<file path="src/rtl/aes_out_pkg.sv">
// Shared widths, the control-state enum and word selection for the AES output serializer.
// Any module that needs these imports the package with aes_out_pkg::*.
package aes_out_pkg;
  localparam int BLK_W         = 128;
  localparam int WORD_W        = 32;
  localparam int WORDS_PER_BLK = 4;

  typedef enum logic {EMPTY, STREAM} state_e;

  // Word 0 is the most-significant quarter of the block.
  function automatic logic [WORD_W-1:0] blk_word(input logic [BLK_W-1:0] blk,
                                                 input logic [1:0]       idx);
    logic [WORD_W-1:0] w;
    case (idx)
      2'd0:    w = blk[127:96];
      2'd1:    w = blk[95:64];
      2'd2:    w = blk[63:32];
      default: w = blk[31:0];
    endcase
    return w;
  endfunction
endpackage

</file>
<file path="src/rtl/aes_blk_fifo.sv">
// Circular buffer of DEPTH 128-bit blocks with a combinational head read.
// The caller gates push and pop, so a push into a full buffer only happens alongside a pop.
module aes_blk_fifo
  import aes_out_pkg::*;
#(
  parameter int DEPTH = 4
) (
  input  logic                     clk,
  input  logic                     rst,
  input  logic                     push,
  input  logic                     pop,
  input  logic [BLK_W-1:0]         wdata,
  output logic [BLK_W-1:0]         rdata,
  output logic [$clog2(DEPTH):0]   count
);
  localparam int PW = $clog2(DEPTH);
  localparam int CW = PW + 1;

  logic [BLK_W-1:0] mem_q [DEPTH];
  logic [PW-1:0]    wr_ptr_q, rd_ptr_q;
  logic [CW-1:0]    count_q;

  // Storage is deliberately left out of reset.
  always_ff @(posedge clk) begin
    if (push) mem_q[wr_ptr_q] <= wdata;
  end

  always_ff @(posedge clk) begin
    if (rst) begin
      wr_ptr_q <= '0;
      rd_ptr_q <= '0;
      count_q  <= '0;
    end else begin
      if (push) wr_ptr_q <= wr_ptr_q + PW'(1);
      if (pop)  rd_ptr_q <= rd_ptr_q + PW'(1);
      case ({push, pop})
        2'b10:   count_q <= count_q + CW'(1);
        2'b01:   count_q <= count_q - CW'(1);
        default: count_q <= count_q;
      endcase
    end
  end

  assign rdata = mem_q[rd_ptr_q];
  assign count = count_q;
endmodule

</file>
<file path="src/rtl/aes_out_serializer.sv">
// Buffers 128-bit AES blocks and emits them as 32-bit words, MSW first, on a valid/ready port.
// Define AES_OUT_STAT_EN to add the saturating 16-bit drop_cnt output.
module aes_out_serializer
  import aes_out_pkg::*;
#(
  parameter int DEPTH = 4
) (
  input  logic              clk,
  input  logic              rst,
  input  logic [BLK_W-1:0]  C,
  input  logic              valid,
  output logic [WORD_W-1:0] dout,
  output logic              dout_valid,
  input  logic              dout_ready,
  output logic              full,
  output logic              overflow
`ifdef AES_OUT_STAT_EN
  ,
  output logic [15:0]       drop_cnt
`endif
);
  localparam int CW = $clog2(DEPTH) + 1;

  state_e           state_q;
  logic [1:0]       widx_q;
  logic             overflow_q;
  logic [BLK_W-1:0] head_blk;
  logic [CW-1:0]    count;
  logic             pop_word, final_pop, push, drop;

  assign full       = (count == CW'(DEPTH));
  assign dout_valid = (state_q == STREAM);
  assign dout       = dout_valid ? blk_word(head_blk, widx_q) : '0;
  assign overflow   = overflow_q;

  // A full buffer still accepts a block on the edge its head block leaves.
  assign pop_word  = dout_valid && dout_ready;
  assign final_pop = pop_word && (widx_q == 2'(WORDS_PER_BLK - 1));
  assign push      = valid && (!full || final_pop);
  assign drop      = valid && full && !final_pop;

  aes_blk_fifo #(.DEPTH(DEPTH)) u_fifo (
    .clk   (clk),
    .rst   (rst),
    .push  (push),
    .pop   (final_pop),
    .wdata (C),
    .rdata (head_blk),
    .count (count)
  );

  always_ff @(posedge clk) begin
    if (rst) begin
      state_q    <= EMPTY;
      widx_q     <= '0;
      overflow_q <= 1'b0;
    end else begin
      if (pop_word) widx_q <= widx_q + 2'd1;
      if (drop)     overflow_q <= 1'b1;
      case (state_q)
        EMPTY:   if (push) state_q <= STREAM;
        STREAM:  if (final_pop && count == CW'(1) && !push) state_q <= EMPTY;
        default: state_q <= EMPTY;
      endcase
    end
  end

`ifdef AES_OUT_STAT_EN
  logic [15:0] drop_cnt_q;

  always_ff @(posedge clk) begin
    if (rst)                              drop_cnt_q <= '0;
    else if (drop && drop_cnt_q != 16'hFFFF) drop_cnt_q <= drop_cnt_q + 16'd1;
  end

  assign drop_cnt = drop_cnt_q;
`endif
endmodule

</file>
<file path="config.mk">
export PLATFORM = sky130hd
export DESIGN_NAME = aes_out_serializer
export DESIGN_NICKNAME = d
export VERILOG_FILES = /design/src/rtl/aes_out_pkg.sv /design/src/rtl/aes_blk_fifo.sv /design/src/rtl/aes_out_serializer.sv
export SDC_FILE = /design/constraint.sdc
export NUM_CORES = 1
export LEC_CHECK = 0
export CORE_MARGIN = 4
export CORE_UTILIZATION = 58
export CTS_CLUSTER_DIAMETER = 120
export CTS_CLUSTER_SIZE = 25
export DETAILED_ROUTE_END_ITERATION = 7
export GPL_ROUTABILITY_DRIVEN = 0
export PLACE_DENSITY = 0.83
export SYNTH_ARGS = -nofsm -noshare
export SYNTH_HDL_FRONTEND = slang
export SYNTH_SLANG_ARGS = --single-unit
</file>
<file path="constraint.sdc">
create_clock -name clk -period 5.6 [get_ports clk]
set_input_delay 0.84 -clock clk [delete_from_list [all_inputs] [get_ports clk]]
set_output_delay 0.84 -clock clk [all_outputs]
set_load 0.02 [all_outputs]
</file>
After elaboration in Yosys (flattened, before gate mapping)
Memories as Yosys holds them, arrays and structs flattened. A register that Yosys moved wholly into a read port is not among the register bits.
Index checks and enable logic that the tools add are counted.
{ "classes": {"add_sub_neg": 5, "eq_ne": 7, "muxes": 9, "bitwise": 1, "n_reduce_logical": 13} }
{ "op_table": {"columns": ["op", "n"], "rows": [
  ["$pmux W32 S3", 1],
  ["$mux W32", 1],
  ["$logic_and A1 B1 Y1", 7],
  ["$add A2 B1 Y2 const B", 3],
  ["$eq A2 B2 Y1 const B", 3],
  ["$pmux W3 S2", 1],
  ["$eq A2 B1 Y1 const B", 2],
  ["$mux W2", 2],
  ["$add A3 B1 Y3 const B", 1],
  ["$eq A3 B1 Y1 const B", 1],
  ["$eq A3 B3 Y1 const B", 1],
  ["$logic_not A1 Y1", 3],
  ["$mux W1", 3],
  ["$sub A3 B1 Y3 const B", 1],
  ["$logic_not A2 Y1", 1],
  ["$pmux W1 S2", 1],
  ["$reduce_bool A2 Y1", 1],
  ["$logic_or A1 B1 Y1", 1],
  ["$not A1 Y1", 1]
]} }
{ "word_totals": {"register_bits": 11, "ram_bits": 512, "input_bits": 132, "out_inout_bits": 35, "elab_cells": 42, "memories": 1} }
{ "mem_list": {"columns": ["memory", "depth", "word_bits", "rd", "rd_ports_with_merged_regs", "wr", "line", "source"], "rows": [
  ["u_fifo.mem_q", 4, 128, 1, 1, 1, "aes_blk_fifo.sv:19", "logic [BLK_W-1:0] mem_q [DEPTH];"]
]} }

Depth between registers and ports, before layout
{ "logic_depth": {"depth_word": 8, "mapped_depth": 10, "mapped_depth_nobuf": 10} }

Hierarchy
Synthesis repeated with hierarchy kept, for this count alone.
{ "unflattened": {"cells_unflattened": 856, "area_unflattened_um2": 19995.4} }
{ "modules_own_cells": {"columns": ["mod", "n_inst", "cells_each", "area_per_inst_um2", "seq_area_each_um2"], "rows": [
  ["aes_blk_fifo", 1, 713, 18994.5, 15554.9],
  ["aes_out_serializer", 1, 143, 1001.0, 80.1]
]} }

Worst setup path before layout
No wires, ideal clock.
{ "synth_path": {"path_kind": "input to register", "start": "input dout_ready", "end": "memory u_fifo.mem_q[0][0], enable pin", "setup_time_ps": 502, "arrival_ps": 4369, "t_required_ps": 5098, "slack_ps": 729, "stages": 5, "n_path_buf": 1, "path_cell_list": "and3_1 buf_2 nor2_1 nor2b_1 and2_1"} }
{ "synth_via": {"elab_chain_cells": 6} }
{ "synth_lines": {"columns": ["element", "line", "source"], "rows": [
  ["from (decl)", "aes_out_serializer.sv:14", "input logic dout_ready,"],
  ["$logic_and A1 B1 Y1", "aes_out_serializer.sv:37", "assign pop_word = dout_valid && dout_ready;"],
  ["$logic_and A1 B1 Y1", "aes_out_serializer.sv:38", "assign final_pop = pop_word && (widx_q == 2'(WORDS_PER_BLK - 1));"],
  ["net final_pop", "aes_out_serializer.sv:29", "logic pop_word, final_pop, push, drop;"],
  ["$logic_or A1 B1 Y1", "aes_out_serializer.sv:39", "assign push = valid && (!full || final_pop);"],
  ["$logic_and A1 B1 Y1", "aes_out_serializer.sv:39", null],
  ["$mux W1", "aes_blk_fifo.sv:25", "if (push) mem_q[wr_ptr_q] <= wdata;"],
  ["$mux W1 (implied by the code)", "aes_blk_fifo.sv:25", null],
  ["to (decl)", "aes_blk_fifo.sv:19", null]
]} }
The timed path passes the listed nets, and every way through them passes these cells.

Worst setup path in the final report
{ "layout_path": {"start": "register widx_q[1]", "end": "output dout[10]"} }
{ "layout_via": {"elab_chain_cells": 3, "elab_cells_between_ends": 5, "classes_between": "eq/ne: 2; mux: 2; reduce/logical: 1"} }
{ "layout_lines": {"columns": ["element", "line", "source"], "rows": [
  ["from (decl)", "aes_out_serializer.sv:25", "logic [1:0] widx_q;"],
  ["from (signal assigned)", "aes_out_serializer.sv:58", "if (pop_word) widx_q <= widx_q + 2'd1;"],
  ["$eq A2 B2 Y1 (tied with other cells)", "aes_out_pkg.sv:14", "case (idx)"],
  ["$pmux W32 S3 (*)", "aes_out_pkg.sv:14", null],
  ["$mux W32 (*)", "aes_out_serializer.sv:33", "assign dout = dout_valid ? blk_word(head_blk, widx_q) : '0;"],
  ["to (decl)", "aes_out_serializer.sv:12", "output logic [WORD_W-1:0] dout,"]
]} }
Every way passes the cells marked *; elsewhere a longest branch is shown, timed or not.

==> run_results.csv <==
group,metric,value,unit
logic_synthesis,async_reset_ff_share,0,%
pwr,power_per_cell_area,304,mW/mm^2
layout,syn2layout_area_growth,13.8,%
layout,final_cell_mix,"edfxtp_1 (512), clkdlybuf4s50_1 (166), o21ai_0 (97), mux2i_1 (96), mux4_2 (64)",
floorplanning,die_x,195,um
logic_synthesis,synth_edf_count,512,
logic_synthesis,ys_ff_latch,525,
layout,nNetsFinal,1361,
sta,fin_ws,1.08,ns
drt,wl_per_cell,24.2,um
job,cap_violations,0,
critical_path,arrival,3.68,ns
global_routing,grt_usage,21.1,%
clock_tree,post-cts-setup-buffers,0,
sta,tightest_slew,1.10,ns
global_routing,antenna_found_initial,5,
layout,final_cell_area,0.0231,mm^2
floorplanning,coreArea,0.0345,mm^2
min_path,whs_path_depth,2,
floorplanning,start_util,58.7,%
place,postPlaceCellArea,0.0224,mm^2
layout,utilization,66.8,%
logic_synthesis,synth_cell_type_count,32,
sta,fin_skew,0.0102,ns
pwr,leakagePower,6.94,nW
floorplanning,dieArea,0.0380,mm^2
clock_tree,htree_levels,1,
sta,max_freq,221,MHz
sta,timing.final.crit_share,80.6,%
layout,fill_cells,2293,
logic_synthesis,syn_nets,1220,
layout,seqCellArea,0.0156,mm^2
outcome,status,"completed",
global_routing,grt_pass1_vias,10500,
floorplanning,die_y,195,um
floorplanning,io_pins,167,
clock_tree,clock-sinks,525,
layout,drive_gt1_share,9.57,%
clock_tree,insertion_delay,0.55,ns
critical_path,rr_worst_depth,5,
layout,multiInputGateArea,0.00425,mm^2
drt,via_count,10300,
drt,drc,0,
logic_synthesis,ys_warn_count,0,
clock_tree,cts_hold_buf,0,
drt,drtIter0Drc,1093,
sta,slew_violations,0,
global_routing,grt_pass1_wl,62.3,mm
logic_synthesis,netlist_area,0.0203,mm^2
layout,final_common_cell,"edfxtp_1",
sta,max_slew_margin,26.7,%
critical_path,startpoint_type,"flop",
drt,routed_via_density,6.10,
clock_tree,cts_root_buffer,"clkbuf_16",
sta,final-setup-viol-count,0,
drt,wl,40.9,mm
critical_path,required,4.76,ns
sta,grt_setup_unrepaired,"false",
critical_path,critical_path_class,"reg2out",
place,dp.cells,1644,
drt,firstDrtPassIters,5,
sta,timing.final.hold_violations,0,
sta,fin_tns_setup,0,ns
clock_tree,cts.path.max_buffers,3,
clock_tree,cts_resized,0,
place,io_buffers,166,
logic_synthesis,synth_area_per_cell,18.9,um^2
global_routing,grt_overflow,0,
layout,final_cells,1689,
critical_path,critPathCaptureType,"output port",
global_routing,grt_max_degree,79,
sta,fin_crit,4.52,ns
place,dp_hpwl,23.8,mm
clock_tree,cts_buffers,24,
pwr,irDropWorstVdd,0.307,mV
drt,antenna_left,0,
critical_path,cp_max_fo,34,
clock_tree,cts_tree,"done",
logic_synthesis,yosysSeqAreaShare,77.1,%
floorplanning,rows,68,
logic_synthesis,synth_ff_type,"edfxtp_1",
min_path,holdCritPathClass,"reg2reg",
logic_synthesis,synthCells,1074,
clock_tree,cts.clk_slew.worst_paths,0.09,ns
place,place_ws,1.63,ns
==> metrics by stage <==
step / power [mW] / hold slack (ns)
2_1_floorplan: 4.89 / 0.460
3_3_place_gp: 5.14 / 0.476
3_5_place_dp: 5.16 / 0.497
4_1_cts: 7.06 / 0.512
5_1_grt: 7.28 / 0.542
6_report: 7.01 / 0.513
==> per-layer routing <==
layer / part of all wire (%) / wire length (um) / track usage (%)
met5: 0.11 / 46 / 0
met3: 7.7 / 3160 / 4.28
met1: 41 / 16900 / 30.8
met2: 49 / 19900 / 33.7
met4: 2.1 / 847 / 4.94
==> critical path, cell delays in order, from the launching register on <==
cell	delay [ns]
dfxtp_1	0.37
inv_1	0.09
ha_2	0.16
buf_4	0.49
and3b_2	0.90
a211oi_1	0.20
a21oi_1	0.25
clkdlybuf4s50_1	0.65
==> synth_stat cells (all sizes together) (2+ instances only) <==
master  number  area [um^2]
nor2b        2         12.5
a21oi       36          180
ha          14          175
nand2        8         30.0
xnor2        3         26.3
a22oi       31          233
xor2         3         26.3
clkbuf      40          158
nor2        41          154
o21ai       97          485
edfxtp     512        15400
a211oi      33          248
nand3b       2         15.0
buf         26          213
mux4        64         1440
nand3       33          165
mux2i       96          961
and2         4         25.0
dfxtp       13          260
inv          9         33.8
==> flip-flops by register name, indices dropped and copies added (netlist names), named ones only <==
name	cells
overflow	1
u_fifo.count	3
u_fifo.rd_ptr_q	2
widx_q	2
u_fifo.wr_ptr_q	2
u_fifo.mem_q	512
dout_valid	1
==> cell type report <==
cell class                 count  area share [%]
timing repair buffer         181            8.12
tap                          455            2.47
sequential                   525            67.8
inverter                       9           0.146
clock buffer                  44            3.02
multi-input combinational    474            18.4
antenna                        1          0.0108
==> worst paths after layout <==
path / start / slack (ns) / to
min: u_fifo.count[2] / 0.51 / u_fifo.count[2]
max: widx_q[1] / 1.08 / dout[10]
max reg2reg: dout_valid / 2.25 / u_fifo.mem_q[2][91]
min reg2reg: u_fifo.count[2] / 0.51 / u_fifo.count[2]
==> cell families (layout without fill, tap and decap cells) <==
kind of cell / Yosys count / count (layout) / synth area share (%)
flops: 525 / 525 / 77.1
xor+xnor: 6 / 6 / 0.259
buf+inv: 75 / 234 / 1.99
mux: 160 / 160 / 11.9
other cells: 0 / 1 / 0
simple gates: 95 / 95 / 2.15
fa+ha+maj: 14 / 14 / 0.864
compound gates: 199 / 199 / 5.74
==> where the power goes <==
group	total (mW)	switching (mW)	internal (mW)
Sequential	4.56	0.0500	4.51
Clock	1.95	1.10	0.849
Combinational	0.506	0.287	0.219
Total	7.01	1.44	5.58
No activity file was read; power rests on OpenSTA's default activity.
